`src/rtl/muldiv_unit_pkg.sv`:
```
`default_nettype none
// ============================================================
// muldiv_unit_pkg : shared types for the multiply/divide unit
// Revision: 1.0
// ============================================================
package muldiv_unit_pkg;

    typedef logic [31:0] word_t;

    typedef enum logic [2:0] {
        MD_MULT  = 3'd0,
        MD_MULTU = 3'd1,
        MD_DIV   = 3'd2,
        MD_DIVU  = 3'd3,
        MD_MTHI  = 3'd4,
        MD_MTLO  = 3'd5
    } muldiv_op_t;

    typedef enum logic [1:0] {
        ST_IDLE = 2'd0,
        ST_MUL  = 2'd1,
        ST_DIV  = 2'd2,
        ST_FIX  = 2'd3
    } md_state_t;

    localparam int DIV_ITERS = 32;

    function automatic word_t abs_word(input word_t v);
        return v[31] ? (~v + 32'd1) : v;
    endfunction

endpackage
`default_nettype wire

```
`src/rtl/muldiv_unit_div_iter.sv`:
```
`default_nettype none
// ============================================================
// muldiv_unit_div_iter : one radix-2 restoring division step
// Revision: 1.0
// ============================================================
module muldiv_unit_div_iter
    import muldiv_unit_pkg::*;
(
    input  logic [63:0] rq_in,
    input  word_t       divisor,
    output logic [63:0] rq_out
);

    logic [32:0] w_partial;
    logic [32:0] w_diff;

    // Upper half is the running remainder, lower half shifts in quotient bits.
    always_comb begin
        w_partial = rq_in[63:31];
        w_diff    = w_partial - {1'b0, divisor};
        if (!w_diff[32]) begin
            rq_out = {w_diff[31:0], rq_in[30:0], 1'b1};
        end else begin
            rq_out = {rq_in[62:0], 1'b0};
        end
    end

endmodule
`default_nettype wire

```
`src/rtl/muldiv_unit.sv`:
```
`default_nettype none
// ============================================================
// muldiv_unit : multi-cycle MULT/MULTU/DIV/DIVU unit owning HI/LO
// Revision: 1.0
// ============================================================
module muldiv_unit
    import muldiv_unit_pkg::*;
#(
    parameter int          MUL_LAT    = 3,
    parameter logic [31:0] RESET_HILO = 32'h0
) (
    input  logic       clk,
    input  logic       resetn,
    input  logic       start,
    input  muldiv_op_t op,
    input  word_t      a,
    input  word_t      b,
    input  logic       flush,
    output logic       busy,
    output logic       done,
    output word_t      hi,
    output word_t      lo
);

    md_state_t   r_state;
    logic [5:0]  r_cnt;
    logic [63:0] r_rq;
    word_t       r_divisor;
    logic        r_q_neg;
    logic        r_r_neg;
    logic [63:0] r_pipe [MUL_LAT];

    logic        w_accept;
    logic        w_mul_signed;
    logic        w_div_signed;
    logic [63:0] w_a_ext;
    logic [63:0] w_b_ext;
    logic [63:0] w_product;
    logic [63:0] w_rq_next;

    assign w_accept     = start & ~busy & ~flush;
    assign w_mul_signed = (op == MD_MULT);
    assign w_div_signed = (op == MD_DIV);
    // Low 64 bits of the product of sign- or zero-extended operands.
    assign w_a_ext      = {{32{w_mul_signed & a[31]}}, a};
    assign w_b_ext      = {{32{w_mul_signed & b[31]}}, b};
    assign w_product    = w_a_ext * w_b_ext;

    muldiv_unit_div_iter u_div_iter (
        .rq_in   (r_rq),
        .divisor (r_divisor),
        .rq_out  (w_rq_next)
    );

    always_ff @(posedge clk) begin
        if (w_accept && (op == MD_MULT || op == MD_MULTU)) begin
            r_pipe[0] <= w_product;
        end
        for (int i = 1; i < MUL_LAT; i++) begin
            r_pipe[i] <= r_pipe[i-1];
        end
    end

    always_ff @(posedge clk) begin
        if (!resetn) begin
            r_state <= ST_IDLE;
            r_cnt   <= 6'd0;
            busy    <= 1'b0;
            done    <= 1'b0;
            hi      <= RESET_HILO;
            lo      <= RESET_HILO;
        end else begin
            done <= 1'b0;
            case (r_state)
                ST_IDLE: begin
                    if (w_accept) begin
                        case (op)
                            MD_MTHI: begin
                                hi   <= a;
                                done <= 1'b1;
                            end
                            MD_MTLO: begin
                                lo   <= a;
                                done <= 1'b1;
                            end
                            MD_MULT, MD_MULTU: begin
                                r_state <= ST_MUL;
                                r_cnt   <= 6'd0;
                                busy    <= 1'b1;
                            end
                            MD_DIV, MD_DIVU: begin
                                r_rq      <= {32'h0, w_div_signed ? abs_word(a) : a};
                                r_divisor <= w_div_signed ? abs_word(b) : b;
                                r_q_neg   <= w_div_signed & (a[31] ^ b[31]);
                                r_r_neg   <= w_div_signed & a[31];
                                r_state   <= ST_DIV;
                                r_cnt     <= 6'd0;
                                busy      <= 1'b1;
                            end
                            default: ;
                        endcase
                    end
                end
                ST_MUL: begin
                    if (flush) begin
                        r_state <= ST_IDLE;
                        busy    <= 1'b0;
                    end else if (r_cnt == 6'(MUL_LAT - 1)) begin
                        {hi, lo} <= r_pipe[MUL_LAT-1];
                        done     <= 1'b1;
                        busy     <= 1'b0;
                        r_state  <= ST_IDLE;
                    end else begin
                        r_cnt <= r_cnt + 6'd1;
                    end
                end
                ST_DIV: begin
                    if (flush) begin
                        r_state <= ST_IDLE;
                        busy    <= 1'b0;
                    end else begin
                        r_rq <= w_rq_next;
                        if (r_cnt == 6'(DIV_ITERS - 1)) begin
                            r_state <= ST_FIX;
                        end else begin
                            r_cnt <= r_cnt + 6'd1;
                        end
                    end
                end
                ST_FIX: begin
                    if (flush) begin
                        r_state <= ST_IDLE;
                        busy    <= 1'b0;
                    end else begin
                        lo      <= r_q_neg ? (~r_rq[31:0] + 32'd1) : r_rq[31:0];
                        hi      <= r_r_neg ? (~r_rq[63:32] + 32'd1) : r_rq[63:32];
                        done    <= 1'b1;
                        busy    <= 1'b0;
                        r_state <= ST_IDLE;
                    end
                end
                default: begin
                    r_state <= ST_IDLE;
                    busy    <= 1'b0;
                end
            endcase
        end
    end

endmodule
`default_nettype wire

```
`config.mk`:
```
export PLATFORM = sky130hd
export DESIGN_NAME = muldiv_unit
export DESIGN_NICKNAME = d
export VERILOG_FILES = /design/src/rtl/muldiv_unit_pkg.sv /design/src/rtl/muldiv_unit_div_iter.sv /design/src/rtl/muldiv_unit.sv
export SDC_FILE = /design/constraint.sdc
export NUM_CORES = 2
export LEC_CHECK = 0
export CELL_PAD_IN_SITES_DETAIL_PLACEMENT = 0
export CELL_PAD_IN_SITES_GLOBAL_PLACEMENT = 1
export CORE_MARGIN = 8
export CORE_UTILIZATION = 25
export CTS_CLUSTER_DIAMETER = 50
export DETAILED_ROUTE_END_ITERATION = 6
export GPL_ROUTABILITY_DRIVEN = 0
export GPL_TIMING_DRIVEN = 1
export PLACE_DENSITY_LB_ADDON = 0.1
export SLEW_MARGIN = 20
export SYNTH_ARGS = -nofsm -noshare
export SYNTH_HDL_FRONTEND = slang
export SYNTH_SLANG_ARGS = --single-unit
```
`constraint.sdc`:
```
create_clock -name clk -period 15.2 [get_ports clk]
set_input_delay 2.28 -clock clk [delete_from_list [all_inputs] [get_ports clk]]
set_output_delay 2.28 -clock clk [all_outputs]
set_load 0.1 [all_outputs]
```
## After elaboration in Yosys (flattened, before gate mapping)

Memories as Yosys holds them, arrays and structs flattened.
Cells that the tools add are included.

| word-level totals | value |
|---|---|
| input port bits | 71 |
| bits in writable memories | 192 |
| memories kept | 1 |
| flip-flop bits (word level) | 172 |

Memories:

| name | words | bits a word | rd ports | clocked after Yosys merged registers in | write ports | RTL line | source |
|---|---|---|---|---|---|---|---|
| r_pipe | 3 | 64 | 3 | 0 | 3 | muldiv_unit.sv:31 | `logic [63:0] r_pipe [MUL_LAT];` |

| operators by class | value |
|---|---|
| eq/ne operators | 25 |
| add/subtract/negate cells | 6 |
| bitwise gates (word level) | 13 |
| reductions and logical operators | 18 |
| multiplexer cells | 51 |
| multipliers | 1 |

Operators with widths:

| cell | number |
|---|---|
| 32-bit two-way mux | 16 |
| 64-bit two-way mux | 4 |
| 32-bit case mux with 3 select lines | 2 |
| 32-bit by 1-bit adder with 32-bit output (second input constant) | 4 |
| 32-bit inverter | 4 |
| 64-bit case mux with 2 select lines | 1 |
| 33-bit by 33-bit multiplier with 64-bit output | 1 |
| 6-bit two-way mux | 6 |
| 33-bit by 32-bit subtractor with 33-bit output | 1 |
| 2-bit != test (second input constant) | 9 |
| 6-bit case mux with 3 select lines | 1 |
| 1-bit two-way mux | 12 |
| 4-bit AND reduction | 3 |
| 6-bit AND reduction | 2 |
| 2-bit two-way mux | 5 |
| 2-bit case mux with 4 select lines | 1 |
| 7-bit AND reduction | 1 |
| 6-bit by 1-bit adder with 6-bit output (second input constant) | 1 |
| 1-bit bitwise AND | 6 |
| 3-bit by 2-bit == test with 1-bit output (second input constant) | 2 |
| 3-bit == test (second input constant) | 2 |
| 6-bit by 2-bit == test with 1-bit output (second input constant) | 1 |
| 6-bit by 5-bit == test with 1-bit output (second input constant) | 1 |
| 2-bit by 1-bit != test with 1-bit output (second input constant) | 3 |
| 19 further kinds | 25 |

## Logic depth before layout (Yosys ltp)

| logic depth | value |
|---|---|
| word-level depth | 7 |
| mapped depth | 31 |
| gate-level depth less buffers | 29 |

## Modules after synthesis

A second synthesis with hierarchy kept.

| unflattened totals | value |
|---|---|
| cell total of the unflattened synthesis | 5,803 |
| area total of the unflattened synthesis | 54,552.3 um^2 |

Modules (own cells, without submodules):

| module | times used | cells an instance | area an instance (um^2) | sequential area each (um^2) |
|---|---|---|---|---|
| muldiv_unit | 1 | 5,467 | 51,961.1 | 8,908.5 |
| muldiv_unit_div_iter | 1 | 336 | 2,591.2 | 0.0 |

## Least setup slack after synthesis

OpenSTA, ideal clock, no wires.

| timing path | value |
|---|---|
| path type | in2reg |
| start | input op[2] |
| end | memory r_pipe[0][63] (data pin) |
| buffers on the path | 3 |
| required time | 14.940 ns |
| path slack | 4.925 ns |
| setup time | 0.260 ns |
| data arrival time | 10.015 ns |
| cell stages on the path | 30 |
| cell sequence | nor3_1 and2_0 clkbuf_1 clkbuf_1 nand2_1 inv_1 fa_1 inv_1 fa_1 inv_1 fa_1 inv_1 fa_1 inv_1 fa_1 fa_1 inv_1 fa_1 fa_1 inv_1 ha_1 clkbuf_1 nand4_1 nor2_1 nand3_1 o21ai_0 a31oi_1 o41a_1 o21ai_0 xnor2_1 |

RTL lines:

| what | RTL line | source |
|---|---|---|
| start: declaration | muldiv_unit.sv:15 | `input muldiv_op_t op,` |
| end: declaration | muldiv_unit.sv:31 |  |

==> results.py <==
metrics = {
    "logic_synthesis": {
        "synth_top_area_share_pct": 41.8,
        "yosys_warnings": 0,
        "synth-edff-count": 162,
        "synth_nets": 7207,
        "yosysTopAreaCell": "fa_1",
        "syn_area_um2": 53900,
        "netlist_instances": 5754,
        "synthTopCellsByCount": "1192 x inv_1, 1126 x fa_1, 948 x nand2_1",
        "netlist_top_cells_area": "fa_1 42%, edfxtp_1 9.0%, inv_1 8.3%",
        "synth_ff_type": "dfxtp_1",
        "synth.avg_cell_area_um2": 9.37,
        "synth_cell_types": 81,
        "ys_ff_latch": 364,
        "synth_most_common_cell": "inv_1",
        "yosysSeqAreaShare_pct": 16.5,
        "async_reset_ff_share_pct": 0,
    },
    "clocking": {
        "path_clk_slew_ns": 0.06,
        "cts_setup_buffers": 0,
        "cts.sinks": 364,
        "ctsHtreeMaxLevel": 2,
        "clkLatencyLatePin_ns": 0.63,
        "cts_inserted_buffers": 57,
        "cts_hold_buf": 0,
        "clock-root-buffer": "clkbuf_16",
        "cts_tree": "done",
        "cts_resized": 0,
        "cts.path.max_buffers": 3,
    },
    "sta": {
        "setup_viol": 0,
        "tightest_slew_ns": 1.10,
        "max_freq_ghz": 0.0904,
        "period_needed_ns": 11.07,
        "hold_viol": 0,
        "rsz0062_at_grt": "no",
        "slew_headroom_pct": 26.4,
        "finalSetupTns_ns": 0,
        "drv_slew": 0,
        "skew_ns": 0.0376,
        "fin_crit_sh_pct": 72.8,
    },
    "route": {
        "viasPerCell": 4.48,
        "vias": 38457,
        "drc": 0,
        "routed_wl_um": 202000,
        "avgRoutedWirePerCell_um": 23.5,
        "ant_nets": 0,
        "first_pass_iters": 5,
        "drt_iter0_drc": 2188,
    },
    "grt": {
        "grt_pass1_wl_um": 300000,
        "grt_pass1_vias": 42670,
        "track_usage_pct": 17.5,
        "grt-ovfl-total": 0,
        "grt_max_degree": 75,
        "antenna_found_initial": 27,
    },
    "finish": {
        "nFillCells": 23019,
        "synthToLayoutAreaGrowth_pct": 11.2,
        "drive_gt1_share_pct": 5.29,
        "nNetsFinal": 7150,
    },
    "outcome": {
        "outcome": "finished, final reports clean",
    },
    "hold_path": {
        "min_path_cells": 0,
        "hold_end": "r_pipe[0][134]",
        "min-delay-start": "r_pipe[0][70]",
        "hold_class": "reg -> reg",
    },
    "floorplan": {
        "dieWidth_um": 481,
        "start_util_pct": 25.1,
        "rows": 170,
        "coreArea_um2": 215000,
        "ios": 137,
        "die_area_um2": 231000,
        "die_h_um": 481,
    },
    "critical_path": {
        "r2r-start": "r_rq[31]",
        "rr_worst_depth": 14,
        "cp-end-kind": "flip-flop",
        "path_class": "in -> reg",
        "crit_path_start_kind": "primary input",
        "reg2reg_to": "r_rq[48]",
        "crit_fanout": 19,
        "r2r_slack_ns": 10.55,
        "crit_required_ns": 15.54,
        "cp.arrival_ns": 11.41,
    },
    "place": {
        "hpwl_um": 158000,
        "port_buffers": 136,
    },
    "flow_run": {
        "cap_violations": 0,
    },
}
-- kinds of logic (layout without fill, tap and decap cells) --
| kind of cell | count (synthesis) | after routing | share of synthesized area (%) |
|---|---|---|---|
| AO/OA/AOI/OAI | 621 | 621 | 7.52 |
| XOR/XNOR | 221 | 221 | 3.59 |
| adder cells (fa/ha/maj) | 1382 | 1382 | 47.7 |
| buffers and inverters | 1539 | 1531 | 10.7 |
| flip-flops | 364 | 364 | 16.5 |
| multiplexers | 3 | 3 | 0.0580 |
| other | 0 | 5 | 0 |
| AND/OR/NAND/NOR | 1624 | 1624 | 13.8 |
-- worst max path at each step --
stage                     startpoint             to  slack [ns]  depth (start not counted)
after floorplan                op[2]  r_pipe[0][63]        4.93                         30
after global placement         op[2]  r_pipe[0][57]        3.34                         27
after detailed placement       op[2]  r_pipe[0][63]        3.39                         28
after CTS                      op[2]  r_pipe[0][63]        4.00                         28
after global routing           op[2]  r_pipe[0][63]        3.50                         28
final                          op[2]  r_pipe[0][63]        4.13                         28
-- flip-flops by register name (all words and copies together), names as in the netlist --
register,cells
lo,32
hi,32
busy,1
r_cnt,6
r_r_neg,1
done,1
r_rq,64
r_pipe,192
r_divisor,32
r_state,2
r_q_neg,1
-- placed cells by master, fill, tap and decap left out, types with 9 or more instances in the layout --
cell	n
o211a_1	17
dfxtp_1	202
a211oi_1	31
a21oi_1	117
ha_1	253
o31ai_1	23
a31oi_1	38
buf_2	56
xor2_1	62
o21bai_1	18
nand3_1	52
or3_1	9
clkbuf_16	61
nor2_1	139
nand4_1	12
and2_1	309
nor3_1	21
a22oi_1	32
a221oi_1	34
o21ai_0	182
nor2b_1	20
nand2_1	948
fa_1	1126
and3_1	27
inv_6	12
o21a_1	13
o211ai_1	12
a21o_1	45
clkdlybuf4s50_1	76
or2_2	11
inv_1	1192
o41ai_1	13
xnor2_1	158
clkbuf_1	10
edfxtp_1	162
nand2b_1	22
buf_4	97
-- worst max-delay path: stages --
cell             delay [ns]
clkdlybuf4s50_1        0.52
nor3_2                 0.23
buf_4                  0.38
and2_0                 0.27
nand2_1                0.11
inv_1                  0.16
fa_1                   0.51
fa_1                   0.57
fa_1                   0.62
inv_1                  0.28
fa_1                   1.11
inv_1                  0.32
fa_1                   0.52
fa_1                   0.55
inv_1                  0.05
fa_1                   0.45
fa_1                   0.50
inv_1                  0.04
ha_1                   0.35
a21o_1                 0.18
a21oi_1                0.23
o21ai_0                0.15
nand3_1                0.10
nand2_1                0.07
a221oi_1               0.26
o41a_1                 0.27
o21ai_0                0.13
xnor2_1                0.14
-- final cells by class --
cell class	count	area [µm²]	share of cell area, %
diodes	5	12.5	0.0209
clock buffers	73	1590	2.65
clock inverters	35	353	0.588
inverters	1194	4480	7.47
multi-input cells	3851	39300	65.5
flip-flops and latches	364	8910	14.9
well taps	2838	3550	5.92
repair buffers	229	1770	2.95
-- metrics by stage --
step	util [%]	instance area, µm²	cells	hold WS [ns]	worst slack, ns
final	28.0	60000	8589	0.308	4.13
after global routing	27.9	60000	8584	0.317	3.50
after CTS	27.9	60000	8584	0.312	4.00
after detailed placement	27.0	58000	8476	0.312	3.39
after global placement	27.0	58000	8476	0.311	3.34
after floorplan	-	53900	5754	0.310	4.93
-- routing by layer --
| layer | global-route usage [%] | share of wire, % | vias to the layer above | wire (µm) |
|---|---|---|---|---|
| li1 | - | - | 17316 | - |
| met1 | 24.2 | 46 | 20361 | 92800 |
| met2 | 30.3 | 49 | 651 | 98100 |
| met3 | 1.49 | 3.5 | 121 | 7110 |
| met4 | 2.86 | 1.8 | 8 | 3690 |
| met5 | 0 | 0.024 | - | 48 |
Power is left out: the tool's default activity adds up to more than one toggle a clock period on the data nets, which glitch-free logic cannot reach.
